<file path="src/rtl/wu_tdc_pkg.sv">
// wu_tdc_pkg: shared constants and arming-FSM state type for the wave-union TDC encoder.
`default_nettype none

package wu_tdc_pkg;

  localparam int TAPS_DEF     = 56;
  localparam int FINE_W_DEF   = 6;
  localparam int COARSE_W_DEF = 16;
  localparam int DROP_W_DEF   = 8;
  localparam int GROUPS_DEF   = TAPS_DEF / 4;

  typedef enum logic [1:0] {
    ST_REARM = 2'd0,
    ST_ARMED = 2'd1,
    ST_BUSY  = 2'd2
  } arm_state_t;

endpackage

`default_nettype wire

</file>
<file path="src/rtl/wu_popcount4.sv">
// wu_popcount4: combinational popcount of one CARRY4 group (4 taps -> 0..4).
`default_nettype none

module wu_popcount4 (
  input  logic [3:0] bits,
  output logic [2:0] count
);

  assign count = {2'b00, bits[0]} + {2'b00, bits[1]} + {2'b00, bits[2]} + {2'b00, bits[3]};

endmodule

`default_nettype wire

</file>
<file path="src/rtl/wu_tdc_encoder.sv">
// wu_tdc_encoder: samples the delay line, detects tap-0 rising hits and encodes
// fine time as the number of taps that changed between consecutive samples.
`default_nettype none

module wu_tdc_encoder
  import wu_tdc_pkg::*;
#(
  parameter int TAPS     = TAPS_DEF,
  parameter int FINE_W   = FINE_W_DEF,
  parameter int COARSE_W = COARSE_W_DEF,
  parameter int DROP_W   = DROP_W_DEF
) (
  input  logic                clk,
  input  logic                rst,
  input  logic [TAPS-1:0]     taps_in,
  output logic                out_valid,
  input  logic                out_ready,
  output logic [FINE_W-1:0]   out_fine,
  output logic [COARSE_W-1:0] out_coarse,
  output logic [DROP_W-1:0]   drop_cnt
);

  localparam int GROUPS = TAPS / 4;

  logic [TAPS-1:0]     s1, s2, d;
  logic                live;
  arm_state_t          state;
  logic [COARSE_W-1:0] coarse_cnt, c1, c2;
  logic                v1, v2;
  logic [2:0]          pop [GROUPS];
  logic [2:0]          p2  [GROUPS];
  logic [FINE_W-1:0]   total;
  logic                det, load, drop;

  assign det  = (state == ST_ARMED) && s1[0] && !s2[0];
  assign load = v2 && (!out_valid || out_ready);
  assign drop = v2 && out_valid && !out_ready;

  for (genvar g = 0; g < GROUPS; g++) begin : g_pop
    wu_popcount4 u_pop (
      .bits  (d[4*g +: 4]),
      .count (pop[g])
    );
  end

  always_comb begin
    total = '0;
    for (int g = 0; g < GROUPS; g++) begin
      total = total + FINE_W'(p2[g]);
    end
  end

  // Sampling, coarse time and arming FSM
  always_ff @(posedge clk) begin
    if (rst) begin
      s1         <= '0;
      s2         <= '0;
      live       <= 1'b0;
      coarse_cnt <= '0;
      state      <= ST_REARM;
      d          <= '0;
      c1         <= '0;
      v1         <= 1'b0;
    end else begin
      s1         <= taps_in;
      s2         <= s1;
      // s1 holds its reset zero for one cycle; REARM must not mistake that for a real low tap.
      live       <= 1'b1;
      coarse_cnt <= coarse_cnt + 1'b1;
      v1         <= det;
      if (det) begin
        d  <= s1 ^ s2;
        c1 <= coarse_cnt;
      end
      case (state)
        ST_REARM: if (live && !s1[0]) state <= ST_ARMED;
        ST_ARMED: if (det)            state <= ST_BUSY;
        ST_BUSY:  if (!s1[0])         state <= ST_ARMED;
        default:                      state <= ST_REARM;
      endcase
    end
  end

  // Group popcounts, then sum and output register with drop accounting
  always_ff @(posedge clk) begin
    if (rst) begin
      for (int g = 0; g < GROUPS; g++) p2[g] <= '0;
      c2         <= '0;
      v2         <= 1'b0;
      out_valid  <= 1'b0;
      out_fine   <= '0;
      out_coarse <= '0;
      drop_cnt   <= '0;
    end else begin
      for (int g = 0; g < GROUPS; g++) p2[g] <= pop[g];
      c2 <= c1;
      v2 <= v1;
      if (load) begin
        out_valid  <= 1'b1;
        out_fine   <= total;
        out_coarse <= c2;
      end else if (out_valid && out_ready) begin
        out_valid <= 1'b0;
      end
      if (drop && (drop_cnt != {DROP_W{1'b1}})) begin
        drop_cnt <= drop_cnt + 1'b1;
      end
    end
  end

endmodule

`default_nettype wire

</file>
<file path="config.mk">
export PLATFORM = sky130hd
export DESIGN_NAME = wu_tdc_encoder
export DESIGN_NICKNAME = d
export VERILOG_FILES = /design/src/rtl/wu_tdc_pkg.sv /design/src/rtl/wu_popcount4.sv /design/src/rtl/wu_tdc_encoder.sv
export SDC_FILE = /design/constraint.sdc
export NUM_CORES = 1
export LEC_CHECK = 0
export CAP_MARGIN = 20
export CORE_ASPECT_RATIO = 1.25
export CORE_MARGIN = 2
export CORE_UTILIZATION = 48
export CTS_CLUSTER_DIAMETER = 60
export DETAILED_ROUTE_END_ITERATION = 8
export PLACE_DENSITY = 0.67
export SLEW_MARGIN = 20
export SYNTH_ARGS = -nofsm -noshare
export SYNTH_HDL_FRONTEND = slang
export SYNTH_HIERARCHICAL = 1
export SYNTH_SLANG_ARGS = --single-unit
</file>
<file path="constraint.sdc">
create_clock -name clk -period 4.95 [get_ports clk]
set_clock_uncertainty 0.05 [all_clocks]
set_input_delay 0.99 -clock clk [delete_from_list [all_inputs] [get_ports clk]]
set_output_delay 0.99 -clock clk [all_outputs]
set_load 0.01 [all_outputs]
</file>
==> results of run 1 <==
[metrics by stage]
step	cells	utilization [%]
2_1_floorplan	1129	-
3_3_place_gp	1458	53.0
3_5_place_dp	1458	53.0
4_1_cts	1510	57.1
5_1_grt	1511	57.2
6_report	1511	57.2
[power by group]
group          total (mW)  internal (mW)  switching (mW)  leakage [nW]
clock                2.17           1.31           0.865         0.471
sequential           2.48           2.44          0.0401          2.40
combinational       0.289          0.154           0.135          2.39
total                4.94           3.90            1.04          5.25
[per-layer routing]
metal,up-vias,GRT usage [%],share of wire [%]
met2,106,24.5,49
met1,3126,17.6,45
li1,3655,-,-
met4,0,4.42,2.1
met3,33,2.25,3.9
met5,-,0,0
[worst min path at each step]
stage	startpoint	end	slack (ns)	cells after the start
2_1_floorplan	v1	v2	0.36	1
3_3_place_gp	v1	v2	0.37	1
3_5_place_dp	c2[10]	out_coarse[10]	0.38	2
4_1_cts	c2[12]	out_coarse[12]	0.39	2
5_1_grt	c2[0]	out_coarse[0]	0.40	2
6_report	c2[10]	out_coarse[10]	0.38	2
[final cells by class]
class | instances | area [um^2]
fill | 2058 | 10100
sequential | 294 | 5890
multi-input combinational | 647 | 4810
timing repair buffer | 93 | 957
clock buffer | 43 | 828
inverter | 133 | 499
tap | 292 | 365
clock inverter | 9 | 128
[cells by family after synthesis]
family | after synthesis | synth area share [%]
adder cells (fa/ha/maj) | 88 | 12.9
multiplexers | 1 | 0.0876
flip-flops | 294 | 51.5
AND/OR/NAND/NOR | 375 | 17.1
buffers and inverters | 188 | 6.35
AO/OA/AOI/OAI | 109 | 6.30
XOR/XNOR | 74 | 5.67
[placed cells by master, fill, tap and decap left out, drive strengths merged, types with 2 or more instances in the layout]
master           n
clkinv           5
nand2           76
xnor2           66
and3             3
o21ai            4
or4              2
buf              4
fa              50
clkbuf          44
clkdlybuf4s50   88
nor2            83
nor4             3
nand4            5
ha              38
xor2             8
bufinv           3
a21oi           41
nor2b          175
nand3           12
or3              3
dfxtp          294
o31ai            2
inv            134
nor3             4
a211oi          57
[registers in the layout, indices dropped and copies added (netlist names), 2 cells and up]
signal and flops:
d 56, s1 56, s2 56, p2 42
c1 16, c2 16, coarse_cnt 16, out_coarse 16
drop_cnt 8, out_fine 6, state 2
[worst max-delay path: stages (launching register included)]
cell     delay (ns)
dfxtp_1        0.31
inv_1          0.05
fa_1           0.53
inv_1          0.06
fa_1           0.50
fa_1           0.54
inv_1          0.05
fa_1           0.50
fa_1           0.42
inv_1          0.07
ha_1           0.17
inv_1          0.06
fa_1           0.38
xnor2_1        0.15
nand2_1        0.07
a21oi_1        0.15
==> impl_metrics.ini, run 1 <==
[outcome]
outcome = complete, no violations

[placed_design]
port_buffers = 89
dpl_worst_slack_ns = 0.793
finalWeightedCongestion = 0.751
hpwl_um = 10800
dpl_cell_area_mm2 = 0.0125

[grt]
antenna_found_initial = 0
grt_pass1_wl_um = 29600
grt_max_degree = 179
grt.overflow.total = 0
grt_use_total_pct = 14.0
grt_pass1_vias = 6672

[clock_network]
clk_pin_slew_ns = 0.06
ctsHtreeMaxLevel = 1
clk_latency_ns = 0.54
tritoncts = yes
cts_buffers = 28
postCtsSetupRepairBufs = 0
postCtsHoldBufs = 0
cts.sinks = 294
cts_resized = 0
cts.root.buffer_cell = clkbuf_16
cts_buffer_depth = 3

[yosys]
synthTopCellsByArea = dfxtp_1 (52%), nor2b_1 (9.6%), fa_1 (8.8%)
seq_area_frac_synth_pct = 51.5
synth.net_count = 1276
yosysTopAreaCell = dfxtp_1
avgSynthCellArea_um2 = 10.1
synth_area_mm2 = 0.0114
syn_inst = 1129
netlist.area_leader.share_pct = 51.5
yosysWarnings = 6
synthArstFlopShare_pct = 0
synth-edff-count = 0
ys_ff_latch = 294
synth-main-ff-cell = dfxtp_1
ys_top_cells_by_count = dfxtp_1 (294), nor2b_1 (175), inv_1 (133), nor2_1 (83), nand2_1 (76)
synth_most_common_cell = dfxtp_1
yosys.cell_types.count = 40

[sta]
hold_ws_ns = 0.376
finalCritPeriodShare_pct = 83.6
period_minus_slack_ns = 4.14
hold_viol = 0
worst_slack_ns = 0.814
fmax_mhz = 242
drv_slew = 0
tightest_slew_ns = 0.852
rsz0062_at_grt = no
final.setup.tns_ns = 0
setup_viol_count_final = 0
relSlewSlack_pct = 43.2

[critical_path]
worst_ep_arrival_time_ns = 4.55
crit_fanout = 2
crit_start = p2[1][10]
rr_startpoint = p2[1][10]
endpoint_kind = flop
worstSetupStartpointType = flop
reg2reg_to = out_fine[4]
crit_end = out_fine[4]
r2r_slack_ns = 0.81
worstRegToRegCells = 15
crit_type = flop to flop
required_ns = 5.37

[routing]
vias = 6920
drt-pass1-iter-count = 4
drc = 0
via_per_inst = 4.58
post_drt_wl_per_cell_um = 11.1
antenna_left = 0
wirelength_um = 16700
drtIter0Drc = 249

[cells_and_area]
area.growth.synth_to_final_pct = 18.0
num_antenna_cells = 0
final_nets = 1344
final_area_mm2 = 0.0135
drive_gt1_share_pct = 4.43

[die]
start_util_pct = 48.5
core_mm2 = 0.0236
fp-row-count = 63
fp.dieH_um = 176
dieArea_mm2 = 0.0251
pin_count = 90
die_w_um = 142

[power]
leakage_nw = 5.25
p_total_mw = 4.94
power_density_mw_per_mm2 = 367
ir_worst_vdd_mv = 0.294

[run]
maxCapViolCount = 0

[min_path]
hp-class = flop to flop
Note: power is estimated with default switching activity, not from simulation.
==> inputs of run 2 (changes only) <==
Settings changed: PLACE_DENSITY 0.67 to 0.69.
Clock period 4.95 ns to 3.57 ns, I/O delays scaled along.
==> run 2 against run 1 <==
The run now ends with negative setup slack left. Non-clock buffer count is 3 higher. Combinational power is 44% higher. Power is 41% higher. Clock-buffer cell count is 1 lower. Core utilization is 0.50 points higher. Clock power is 43% higher. Global-route usage hardly changed. Maximum frequency is 5.7% higher. Die area stayed put. First-iteration DRC count is 20% higher. Cell area is 0.88% higher. Via count is 0.65% higher. Critical endpoint is now out_fine[3]. Highest routed layer unchanged.
==> impl_metrics.ini, run 2 (same netlist as run 1, synthesis figures left out) <==
[die]
core_mm2 = 0.0236
fp-row-count = 63
die_w_um = 142
start_util_pct = 48.5
fp.dieH_um = 176
pin_count = 90
dieArea_mm2 = 0.0251

[cells_and_area]
num_antenna_cells = 0
final_nets = 1347
area.growth.synth_to_final_pct = 19.0
final_area_mm2 = 0.0136
final_util_pct = 57.7
layout_commonest_cell = dfxtp_1
drive_gt1_share_pct = 6.56
final_cell_mix = dfxtp_1 (290), nor2b_1 (175), inv_1 (127), clkdlybuf4s50_1 (88), nor2_1 (83)
reg_top3 = d (56), s1 (56), s2 (56)

[critical_path]
required_ns = 3.96
rr_startpoint = p2[0][14]
worstSetupStartpointType = flop
worst_ep_arrival_time_ns = 4.31
r2r_slack_ns = -0.34
worstRegToRegCells = 13
endpoint_kind = flop
reg2reg_to = out_fine[3]
crit_fanout = 2
crit_type = flop to flop

[power]
leakage_nw = 5.28
power_frac_seq_pct = 49.5
p_clk_share_pct = 44.5
swShare_pct = 20.6
power_density_mw_per_mm2 = 511
intPower_mw = 5.52
combPwrFrac_pct = 6.0
switchingPower_mw = 1.43
ir_worst_vdd_mv = 0.349

[grt]
grt_pass1_vias = 6688
grt_max_degree = 103
grt_use_total_pct = 14.0
grt_pass1_wl_um = 29500
grt.overflow.total = 0
antenna_found_initial = 0

[run]
maxCapViolCount = 0

[clock_network]
cts.sinks = 294
cts_buffers = 28
cts.root.buffer_cell = clkbuf_16
tritoncts = yes
ctsHtreeMaxLevel = 1
postCtsHoldBufs = 0
clk_pin_slew_ns = 0.06
cts_buffer_depth = 3
clk_latency_ns = 0.53

[routing]
drc = 0
drt-pass1-iter-count = 4
drtIter0Drc = 300
post_drt_wl_per_cell_um = 11.1
antenna_left = 0
wirelength_um = 16800
via_per_inst = 4.61
vias = 6965

[sta]
relSlewSlack_pct = 52.7
tightest_slew_ns = 0.706
period_minus_slack_ns = 3.91
drv_slew = 0
finalCritPeriodShare_pct = 110
final.setup.tns_ns = -0.948
rsz0062_at_grt = yes
setup_viol_count_final = 3
worst_slack_ns = -0.344
hold_viol = 0
fmax_mhz = 255

[outcome]
failed_checks = negative setup slack
outcome = complete, but fails checks

[placed_design]
port_buffers = 89
finalWeightedCongestion = 0.791
dpl_cell_area_mm2 = 0.0126
hpwl_um = 11200

[min_path]
holdCritStartpoint = v1
hp-class = flop to flop
hold_path_end = v2
hold_depth = 1
==> run 2: cell types whose count changed in the layout (fill, tap and decap cells not counted), sizes merged <==
| cell | delta |
|---|---|
| buf | +3 |
| clkinv | -3 |
| clkbuf | -1 |
| inv | -1 |
| clkinvlp | +2 |
| bufinv | +1 |
==> run 2: power groups by stage <==
stage          Combinational, mW  Sequential, mW  Clock (mW)
5_1_grt                    0.479            3.45        3.33
3_5_place_dp               0.420            3.51           0
6_report                   0.417            3.44        3.10
4_1_cts                    0.428            3.44        3.18
2_1_floorplan              0.287            3.50           0
3_3_place_gp               0.413            3.51           0
==> run 2: critical path: stages, from the launching register on <==
cell and delay, ns:
dfxtp_2 0.32, inv_2 0.03, fa_1 0.51, fa_1 0.51, inv_1 0.05, fa_1 0.44, fa_1 0.49, inv_1 0.05
fa_1 0.49, inv_2 0.05, ha_4 0.15, inv_2 0.05, fa_2 0.43, a211oi_2 0.21
==> run 2: repair_timing <==
action,4_1_cts,5_1_grt
endpoints found under the setup margin,4,4
resized for setup,11,2
pin swaps,13,3
setup buffers,1,0
==> run 2: worst max-delay path by stage <==
stage / from / endpoint / slack (ns) / cells past startpoint
floorplan: p2[0][1] / out_fine[3] / -0.24 / 13
global placement: p2[1][8] / out_fine[4] / -0.33 / 13
detailed placement: p2[0][20] / out_fine[4] / -0.40 / 15
CTS: p2[0][10] / out_fine[4] / -0.35 / 15
global route: p2[0][14] / out_fine[4] / -0.46 / 15
finish: p2[0][14] / out_fine[3] / -0.34 / 13
==> run 2: final cells by class <==
class / count / area [um^2]
inverters: 133 / 499
fillers: 2049 / 9970
well taps: 292 / 365
repair buffers: 96 / 985
clock buffers: 42 / 845
flip-flops and latches: 294 / 5890
multi-input cells: 647 / 4860
clock inverters: 8 / 149
==> run 2: metrics by stage <==
| step | setup slack [ns] | hold WS [ns] | instances | power, mW |
|---|---|---|---|---|
| floorplan | -0.245 | 0.364 | 1129 | 3.79 |
| global placement | -0.328 | 0.369 | 1461 | 3.92 |
| detailed placement | -0.400 | 0.376 | 1461 | 3.93 |
| CTS | -0.353 | 0.385 | 1512 | 7.05 |
| global route | -0.463 | 0.392 | 1512 | 7.25 |
| finish | -0.344 | 0.382 | 1512 | 6.95 |
==> run 2: layer usage <==
metal / wire length (um) / track usage, % / vias to the layer above
met5: 0 / 0 / -
met4: 330 / 4.17 / 0
met3: 544 / 2.28 / 23
met2: 8470 / 25.2 / 98
met1: 7430 / 17.1 / 3197
li1: - / - / 3647
==> inputs of run 3 (changes only) <==
Settings changed: TNS_END_PERCENT from default to 1.
==> run 3 against run 2 <==
The flow still finishes with violations (negative setup slack). Highest routed layer unchanged. Power shrank 2.6%. Via count is essentially flat. Flip-flop and latch count is the same. Sequential power is essentially flat. Die area is the same. Sequential share of layout area grew 0.21 points. Critical path type unchanged. Worst hold slack gained 0.0017 ns.
==> impl_metrics.ini, run 3 (same netlist as run 1, synthesis figures left out) <==
[clock_network]
postCtsHoldBufs = 0
cts_buffers = 28
cts.sinks = 294
tritoncts = yes
ctsHtreeMaxLevel = 1
cts_buffer_depth = 3
clk_latency_ns = 0.54
clk_pin_slew_ns = 0.06
cts.root.buffer_cell = clkbuf_16

[sta]
setup_viol_count_final = 3
hold_viol = 0
finalCritPeriodShare_pct = 110
final.setup.tns_ns = -0.969
drv_slew = 0
hold_ws_ns = 0.384
rsz0062_at_grt = yes
worst_slack_ns = -0.356
fmax_mhz = 255
relSlewSlack_pct = 35.2
period_minus_slack_ns = 3.93
tightest_slew_ns = 0.972

[routing]
drt-pass1-iter-count = 5
drc = 0
drtIter0Drc = 189
vias = 6968
post_drt_wl_per_cell_um = 11.3
wirelength_um = 17100
antenna_left = 0
via_per_inst = 4.60

[critical_path]
worst_ep_arrival_time_ns = 4.26
worstSetupStartpointType = flop
worstRegToRegCells = 13
crit_type = flop to flop
endpoint_kind = flop
crit_fanout = 2
required_ns = 3.90

[cells_and_area]
fillCellCount = 2038
final_nets = 1351
layout_commonest_cell = dfxtp_1
area.growth.synth_to_final_pct = 18.4
final_util_pct = 57.4
final_cell_mix = dfxtp_1 (291), nor2b_1 (175), inv_1 (130), clkdlybuf4s50_1 (88), nor2_1 (83)
num_antenna_cells = 0
reg_top3 = d (56), s1 (56), s2 (56)
drive_gt1_share_pct = 6.62

[placed_design]
port_buffers = 89
finalWeightedCongestion = 0.753
hpwl_um = 11500

[power]
p_total_mw = 6.77
power_density_mw_per_mm2 = 500
ir_worst_vdd_mv = 0.416
leakage_nw = 5.27

[die]
core_mm2 = 0.0236
start_util_pct = 48.5
pin_count = 90
die_w_um = 142
fp-row-count = 63
fp.dieH_um = 176
dieArea_mm2 = 0.0251

[min_path]
hold_depth = 2
hp-class = flop to flop

[grt]
grt_pass1_wl_um = 29200
antenna_found_initial = 0
grt_max_degree = 161
grt.overflow.total = 0
grt_pass1_vias = 6640
grt_use_total_pct = 13.9

[outcome]
failed_checks = negative setup slack
outcome = complete, but fails checks

[run]
maxCapViolCount = 0
[run 3: cell count changes in the layout (fill, tap and decap cells not counted), sizes merged]
| cell | previous run | this run |
|---|---|---|
| buf | 7 | 11 |
| bufinv | 4 | 1 |
| clkinv | 2 | 5 |
[run 3: layout make-up]
class                   count  area [um^2]  area share [%]
multi-input cells         647         4850            35.9
repair buffers            100          990            7.32
well taps                 292          365            2.70
clock inverters             8         77.6           0.573
inverters                 133          499            3.69
flip-flops and latches    294         5890            43.5
clock buffers              42          855            6.32
[run 3: critical path, cell delays in order, from the launching register on]
cell	delay, ns
dfxtp_2	0.32
fa_1	0.56
fa_1	0.46
fa_2	0.60
fa_1	0.41
inv_1	0.08
fa_1	0.40
inv_1	0.07
ha_2	0.18
inv_2	0.04
fa_2	0.35
xnor2_2	0.14
nand2_1	0.06
a21oi_1	0.05
[run 3: path summary, 6_finish.rpt]
check,start,to,slack [ns]
worst max-delay path,p2[1][17],out_fine[4],-0.36
worst max register to register,p2[1][17],out_fine[4],-0.36
worst min-delay path,c2[12],out_coarse[12],0.38
worst min register to register,c2[12],out_coarse[12],0.38
[run 3: through the flow]
stage,std cells,worst slack [ns],instance area [um^2]
2_1_floorplan,1129,-0.245,11400
3_3_place_gp,1465,-0.357,12600
3_5_place_dp,1465,-0.411,12600
4_1_cts,1515,-0.354,13500
5_1_grt,1516,-0.446,13500
6_report,1516,-0.356,13500
[run 3: routing by layer]
layer	wire length, um	global-route usage [%]	part of all wire, %
met1	7710	16.7	45
met2	8340	25.2	49
met3	686	2.47	4.0
met4	348	4.42	2.0
met5	0	0	0
[run 3: report_power, final]
| part | total (mW) | switching, mW | internal, mW |
|---|---|---|---|
| Sequential | 3.44 | 0.0560 | 3.38 |
| Combinational | 0.415 | 0.197 | 0.218 |
| Clock | 2.91 | 1.19 | 1.72 |
[run 3: timing repair]
action | in CTS | in global routing
buffers inserted | 0 | 1
pin swaps | 14 | 11
resized for setup | 4 | 6
gates cloned | 0 | 0
setup endpoints to repair | 3 | 4
==> variant (settings of run 1) <==
`DROP_W_DEF`: 8 -> 9.
--- a/src/rtl/wu_tdc_pkg.sv
+++ b/src/rtl/wu_tdc_pkg.sv
@@ -6,7 +6,7 @@
   localparam int TAPS_DEF     = 56;
   localparam int FINE_W_DEF   = 6;
   localparam int COARSE_W_DEF = 16;
-  localparam int DROP_W_DEF   = 8;
+  localparam int DROP_W_DEF   = 9;
   localparam int GROUPS_DEF   = TAPS_DEF / 4;
 
   typedef enum logic [1:0] {
Ports: changed (resized drop_cnt); port bits go from 90 to 91. No check against the original RTL was run, so the function may have changed too.
==> variant against run 1 <==
Worst setup slack improved by 0.017 ns; cell area rose by 1.8%; synthesized cell count fell by 0.62%; power rose by 1.3%; area after synthesis rose by 1.4%; routed wire length rose by 10%; sequential cell count rose by 1; fmax rose by 0.41%; worst hold slack improved by 0.0063 ns; critical endpoint unchanged; largest cell class unchanged.
==> variant: results (changes against run 1) <==
Worst R2R Start=p2[1][2]; arrival time at the worst endpoint=4.53 ns (-0.02 ns); FILL cells=2053 (-0.24%); Non-clock buffers=95 (+2.2%); first-pass GRT wire length=31400 um (+6.1%); Combinational Power=0.313 mW (+8.3%); Hold WS=0.382 ns (+0.00627 ns); global routing usage on met3=4.34% (+2.1 points); status=finished, final reports clean; FF+latch count=295 (+0.34%); met2 usage=24.9% (+0.41 points); Seq/total area=43.1% (-0.61 points); flop2flop setup slack=0.83 ns (+0.02 ns); Seq pwr share=49.7% (-0.5 points); fraction of area in multi-input gates=36.2% (+0.51 points); final-layout clock-cell area share=7.22% (+0.12 points); R2R depth=13 (-2); hold endpoint=out_coarse[6]; #MultiIn Comb=646 (-0.15%); area grow syn2layout=18.4%; pin count of the biggest net entering global routing=158 (-12%); buffering overhead=7.11% (+0.013 points); routed len/inst=12.0 um (+8.2%); inverters=125 (-6.0%); Worst Tran Pin Value=0.982 ns (+0.130 ns); top cells by area, synth=dfxtp_1, nor2b_1, fa_1; GP Congestion=0.748 (-0.33%); vias in the first global route=6927 (+3.8%); Post-synth top cells=dfxtp_1, nor2b_1, inv_1, nor2_1, nand2_1; Iteration-0 DRC Markers=155 (-38%); area post-placement=12700 um2 (+1.6%); Port-buffer cells=90 (+1.1%); CTS buffer count=30 (+7.1%); GR Layer Usage met1=18.9% (+1.3 points); synth unique cells=34 (-15%); leakage power=5.19 nW (-1.3%); Finished Layout Cells=1539 (+1.9%); Total GRT Usage=14.9% (+0.89 points); clock buffers=46 (+7.0%); Hold Startpoint=c2[6]
variant: changes by cell type after synthesis, sizes merged, moves of 3 or more:
cell / run 1 / this run
and4: 0 / 3
clkbuf: 36 / 33
inv: 133 / 125
buf: 19 / 23
nor2: 83 / 88
xor2: 8 / 11
variant: routing by layer:
metal | share of wire [%] | wire [um]
met4 | 1.7 | 317
met5 | 0 | 0
met2 | 46 | 8510
met1 | 46 | 8480
met3 | 6.2 | 1140
variant: logic make-up (layout without fill, tap and decap cells):
group | count (synthesis) | after routing | share of synthesized area [%]
simple gates | 375 | 375 | 17.0
mux | 2 | 2 | 0.173
compound gates | 103 | 103 | 7.01
xor+xnor | 77 | 77 | 5.82
flops | 295 | 295 | 51.0
buf+inv | 181 | 273 | 6.16
fa+ha+maj | 89 | 89 | 12.9
variant: critical path, delay by kind of cell, from the launching register on:
kind	cells	cell delay, ns
compound gates	1	0.16
xor+xnor	1	0.14
fa+ha+maj	7	3.13
buf+inv	3	0.17
flops	1	0.32
simple gates	1	0.07
